## src/rtl/activity_counter_pkg.sv

```systemverilog
// activity_counter_pkg: shared FSM encoding and sizing helpers
// for the activity_counter block.
package activity_counter_pkg;

  typedef enum logic [1:0] {
    IDLE = 2'd0,
    CAPT = 2'd1,
    HOLD = 2'd2
  } snap_state_e;

  function automatic logic [31:0] cnt_max(input int w);
    return 32'hFFFF_FFFF >> (32 - w);
  endfunction

  function automatic int sel_w(input int ch);
    return (ch <= 1) ? 1 : $clog2(ch);
  endfunction

endpackage

```

## src/rtl/act_chan_counter.sv

```systemverilog
// act_chan_counter: one channel of edge detect plus saturating count.
// ACT_BOTH_EDGES_EN selects toggle counting instead of rising edges.
module act_chan_counter
  import activity_counter_pkg::*;
#(
  parameter int CNT_W = 16
) (
  input  logic             clk,
  input  logic             reset_L,
  input  logic             act_i,
  input  logic             enable_i,
  input  logic             clear_i,
  output logic [CNT_W-1:0] cnt_o,
  output logic             sat_o
);

  localparam logic [CNT_W-1:0] CNT_MAX =
    CNT_W'(cnt_max(CNT_W));

  logic             prev_q;
  logic             evt;
  logic [CNT_W-1:0] cnt_q;
  logic [CNT_W-1:0] cnt_d;
  logic             sat_q;
  logic             sat_d;

`ifdef ACT_BOTH_EDGES_EN
  assign evt = act_i ^ prev_q;
`else
  assign evt = act_i & ~prev_q;
`endif

  // clear wins over a coincident event
  always_comb begin
    cnt_d = cnt_q;
    sat_d = sat_q;
    if (clear_i) begin
      cnt_d = '0;
      sat_d = 1'b0;
    end else if (enable_i && evt &&
                 cnt_q != CNT_MAX) begin
      cnt_d = cnt_q + 1'b1;
      sat_d = sat_q | (cnt_d == CNT_MAX);
    end
  end

  // prev resets high so a net already high is not counted
  always_ff @(posedge clk or negedge reset_L) begin
    if (!reset_L) begin
      prev_q <= 1'b1;
      cnt_q  <= '0;
      sat_q  <= 1'b0;
    end else begin
      prev_q <= act_i;
      cnt_q  <= cnt_d;
      sat_q  <= sat_d;
    end
  end

  assign cnt_o = cnt_q;
  assign sat_o = sat_q;

endmodule

```

## src/rtl/activity_counter.sv

```systemverilog
// activity_counter: per-net switching activity counters with a
// snapshot/ack readout. Define ACT_BOTH_EDGES_EN to count both edges.
module activity_counter
  import activity_counter_pkg::*;
#(
  parameter int CHANNELS = 4,
  parameter int CNT_W    = 16,
  parameter int SEL_W    = 2
) (
  input  logic                clk,
  input  logic                reset_L,
  input  logic [CHANNELS-1:0] act_in,
  input  logic                enable,
  input  logic                clear_req,
  input  logic                snap_req,
  input  logic                snap_ack,
  input  logic [SEL_W-1:0]    rd_sel,
  output logic [CNT_W-1:0]    rd_data,
  output logic                rd_valid,
  output logic                busy,
  output logic [CHANNELS-1:0] sat_flags
);

  logic [CHANNELS-1:0][CNT_W-1:0] cnt;
  logic [CHANNELS-1:0][CNT_W-1:0] shadow_q;
  snap_state_e                    state_q;
  logic                           busy_q;
  logic                           valid_q;
  logic [CNT_W-1:0]               rd_data_d;

  for (genvar g = 0; g < CHANNELS; g++) begin : g_ch
    act_chan_counter #(
      .CNT_W(CNT_W)
    ) u_ch (
      .clk      (clk),
      .reset_L  (reset_L),
      .act_i    (act_in[g]),
      .enable_i (enable),
      .clear_i  (clear_req),
      .cnt_o    (cnt[g]),
      .sat_o    (sat_flags[g])
    );
  end

  // shadow takes the registered (pre-increment, pre-clear) counts
  always_ff @(posedge clk or negedge reset_L) begin
    if (!reset_L) begin
      state_q  <= IDLE;
      busy_q   <= 1'b0;
      valid_q  <= 1'b0;
      shadow_q <= '0;
    end else begin
      unique case (state_q)
        IDLE: begin
          if (snap_req) begin
            state_q  <= CAPT;
            busy_q   <= 1'b1;
            shadow_q <= cnt;
          end
        end
        CAPT: begin
          state_q <= HOLD;
          busy_q  <= 1'b0;
          valid_q <= 1'b1;
        end
        HOLD: begin
          if (snap_ack) begin
            state_q <= IDLE;
            valid_q <= 1'b0;
          end
        end
        default: begin
          state_q <= IDLE;
          busy_q  <= 1'b0;
          valid_q <= 1'b0;
        end
      endcase
    end
  end

  // out-of-range selects match no channel and read zero
  always_comb begin
    rd_data_d = '0;
    if (valid_q) begin
      for (int i = 0; i < CHANNELS; i++) begin
        if (rd_sel == SEL_W'(i)) rd_data_d = shadow_q[i];
      end
    end
  end

  assign rd_data  = rd_data_d;
  assign rd_valid = valid_q;
  assign busy     = busy_q;

endmodule

```

## config.mk

```make
export PLATFORM = sky130hd
export DESIGN_NAME = activity_counter
export DESIGN_NICKNAME = d
export VERILOG_FILES = /design/src/rtl/activity_counter_pkg.sv /design/src/rtl/act_chan_counter.sv /design/src/rtl/activity_counter.sv
export SDC_FILE = /design/constraint.sdc
export NUM_CORES = 1
export LEC_CHECK = 0
export ABC_AREA = 1
export ABC_CLOCK_PERIOD_IN_PS = 2600
export CAP_MARGIN = 20
export CORE_ASPECT_RATIO = 0.5
export CORE_MARGIN = 2
export CORE_UTILIZATION = 45
export CTS_CLUSTER_DIAMETER = 40
export DETAILED_ROUTE_END_ITERATION = 10
export PLACE_DENSITY = 0.65
export SLEW_MARGIN = 30
export SYNTH_ARGS = -nofsm -noshare
export SYNTH_HDL_FRONTEND = slang
export SYNTH_SLANG_ARGS = --single-unit
export TNS_END_PERCENT = 5
```

## constraint.sdc

```tcl
create_clock -name clk -period 2.6 [get_ports clk]
set_clock_uncertainty 0.2 [all_clocks]
set_input_delay 0.26 -clock clk [delete_from_list [all_inputs] [get_ports clk]]
set_output_delay 0.26 -clock clk [all_outputs]
set_load 0.005 [all_outputs]
```

==> impl_summary.txt <==
----------------------------------------------------
[Run status]
  Status ... completed

[Power and ir drop]
  Leakage power total ... 0.00378 uW
  Clock network fraction of design power ... 48.8%
  Share of total power in sequential cells ... 40.6%
  Internal power ... 4230 uW
  Net switching power figure ... 1380 uW
  Fraction of power spent switching nets ... 24.6%
  PD cells ... 642 mW/mm^2
  Max IR drop VDD ... 0.000420 V
  Logic pwr share ... 10.7%

[CTS]
  Clock Sink Count ... 140
  Number of levels in the clock H-tree ... 4
  Maximum clock insertion buffer count ... 2
  Clock transition at the registers of the reported paths ... 60 ps
  CTS Buf Count ... 17
  CTS root buffer ... clkbuf_16
  CTS tree ... built
  Clk_lat worst skew ... 430 ps

[Timing]
  Final Hold Fails ... 0
  Unrepaired setup endpoints after global routing ... no
  Slew @ Worst Pin ... 632 ps
  Slew Limit Fails ... 0
  Max_slew headroom ... 57.8%
  TNS Setup ... 0 ps
  Max Freq ... 388 MHz
  Final count of negative-setup-slack endpoints ... 0
  Final worst-path cycle share ... 99.0%
  Post-route minimum period ... 2570 ps

[Drt]
  Routed length per placed instance ... 15.2 um
  Iteration count of the initial detailed-routing pass ... 5
  Residual DRC count ... 0
  Detail-routed via count per cell ... 5.25
  Via count of the routed design ... 6661
  Iteration-0 DRC count of the detailed router ... 559
  Number of nets with antenna violations after routing ... 0
  Wire length after detailed routing ... 19200 um

[Final layout]
  Multi-input gate area ... 0.00331 mm^2
  Fraction of final layout cells with drive strength greater than 1 ... 8.55%
  Antenna diode count ... 0
  Number of filler instances in the final layout ... 1553
  Count of placed standard cells in the final layout, fillers left out ... 1268
  Storage cell area ... 0.00351 mm^2
  Total Nets Final ... 1048
  Area grow syn2layout ... 17.6%

[Global routing]
  Pin count of the biggest net entering global routing ... 129
  Overflow left after global routing ... 0
  First-pass GRT wire length ... 31600 um
  Total routing resource utilization after global routing ... 23.3%
  Via count of the first global-routing pass ... 6151
  Initial antenna violation count ... 0

[Logic synthesis]
  Portion of the post-synthesis area used by sequential elements ... 47.2%
  Number of synthesis warnings ... 0
  Post-synth design cell area ... 0.00743 mm^2
  FF+latch count, synth ... 140
  Synth Flop Type ... dfrtp_1
  Async S/R FF share, synth ... 100%
  Area share of the largest cell type after synthesis ... 45.8%
  Count of flip-flops with a built-in enable after synthesis ... 0
  Net Count, Synth ... 1003
  Cell count after synthesis ... 983
  Post-synth cell types ... 35
  Synth top area cells ... dfrtp_1, nand2_1, o21ai_0
  Library cell occupying the most area in the post-synthesis netlist ... dfrtp_1
  Syn Area/Cell ... 7.56 um^2

[Placed design]
  Port Buffers ... 33
  Final GP Congestion ... 0.906
  Sum of net half-perimeters after detailed placement ... 14000 um
  Placed Cells ... 1235

[Setup path]
  Critical path launch point type ... primary input
  Maximum net fanout on the critical path ... 5
  Type of the worst setup path ... in -> out
  FF-to-FF path depth ... 10
  Critical Path AT ... 2110 ps
  Type of destination of the critical path ... primary output
  Worst endpoint required time ... 2140 ps

[Job]
  Number of max-cap violations ... 0

[Floorplanning]
  Area enclosed by the die boundary ... 0.0176 mm^2
  Chip height ... 94.9 um
  Boundary Pins ... 34
  Area inside the core boundary ... 0.0163 mm^2
  Initial core utilization ... 45.7%
  Floorplan die width ... 186 um
  Number of rows created at floorplan ... 33

[Worst hold path]
  Min-Delay Path Depth ... 1
  Type of the worst min-delay path ... in -> reg

----------------------------------------------------
per-stage QoR:
stage / setup slack, ps / total power [uW] / cell area, um^2 / hold slack [ps] / utilization [%]
detailed placement: 31.8 / 2910 / 8070 / 93.6 / 49.6
global placement: 88.8 / 2910 / 8070 / 92.7 / 49.6
global route: 8.50 / 5830 / 8740 / 70.6 / 53.7
finish: 25.7 / 5610 / 8740 / 65.1 / 53.7
CTS: 22.9 / 5660 / 8740 / 58.8 / 53.7
floorplan: 746 / 2640 / 7430 / -236 / -
timing repair:
item	4_1_cts	5_1_grt
setup endpoints to repair	0	8
buffers inserted	0	0
hold endpoints to repair	61	0
hold buffers	1	0
gates resized for setup	0	1
sequential cells by signal, summed over array words and instances (netlist names):
register and cells:
busy 1, g_ch.u_ch.cnt_o 64, g_ch.u_ch.prev_q 4, g_ch.u_ch.sat_o 4, rd_valid 1, shadow_q 64, state_q 2
cell families after synthesis:
group                    Yosys count  share of synthesized area, %
AND/OR/NAND/NOR                  498                          27.9
AO/OA/AOI/OAI                    185                          14.7
buffers and inverters            147                          8.23
flip-flops                       140                          47.2
adder cells (fa/ha/maj)            8                          1.35
XOR/XNOR                           5                         0.589
critical path, stage by stage:
cell and delay (ps):
clkdlybuf4s50_1 550, inv_1 90, nor2_1 140, a221o_1 140, o21ai_0 100, a21oi_1 270
clkdlybuf4s50_1 560
path summary, 6_finish.rpt:
kind	start	to	slack [ps]
max in group asynchronous	reset_L	g_ch[1].u_ch.prev_q	1210
worst min-delay path	act_in[2]	g_ch[2].u_ch.prev_q	70
min in group asynchronous	reset_L	g_ch[2].u_ch.cnt_o[11]	170
worst min register to register	shadow_q[58]	shadow_q[58]	280
worst max register to register	g_ch[1].u_ch.cnt_o[0]	g_ch[1].u_ch.cnt_o[11]	360
worst max-delay path	rd_sel[1]	rd_data[15]	30
layout by cell type (no fill, tap or decap), types with 6 or more instances in the layout:
master           instances
nand2_1                286
dfrtp_1                136
o21ai_0                112
inv_1                  111
nor2_1                 102
nand3_1                 67
clkdlybuf4s50_1         31
o22ai_1                 28
nand4_1                 22
buf_4                   20
clkbuf_16               17
a21oi_1                 10
o22ai_2                 10
o211ai_1                 8
ha_1                     8
nor2_2                   7
o21ai_1                  6
metal layers:
layer  wire length, um  share of wire (%)  vias to the layer above  global-route usage, %
met2              8310                 43                      188                   35.4
met1              9620                 50                     3125                   34.4
met5                 0                  0                        -                      0
met4               308                1.6                        0                   6.69
li1                  -                  -                     3317                      -
met3               973                5.1                       31                   3.59
Yosys cell counts, types with 3 or more instances:
library cell / number
inv_1: 112
o211ai_1: 8
ha_1: 8
nor3_1: 4
nor2_4: 3
nor2_2: 7
nor2_1: 102
buf_4: 5
xor2_1: 4
o22ai_1: 28
o221ai_1: 5
o22ai_2: 10
dfrtp_1: 136
o21ai_0: 112
inv_2: 4
o21ai_1: 6
nand4_1: 22
clkbuf_1: 19
nand2_2: 4
dfstp_2: 4
buf_6: 3
nand3_1: 67
a21oi_1: 10
nand2_1: 286
layout make-up:
cell class / count / share of cell area [%]
inverter: 117 / 5.03
tap: 227 / 3.25
clock inverter: 10 / 2.13
timing repair buffer: 56 / 6.11
clock buffer: 22 / 5.43
sequential: 140 / 40.1
multi-input combinational: 696 / 37.9
power by group through the flow:
stage | combinational [uW] | sequential (uW) | clock (uW)
2_1_floorplan | 337 | 2300 | 0
3_3_place_gp | 597 | 2310 | 0
3_5_place_dp | 603 | 2310 | 0
4_1_cts | 606 | 2270 | 2780
5_1_grt | 674 | 2280 | 2870
6_report | 599 | 2270 | 2740
Note: power is estimated with default switching activity, not from simulation.
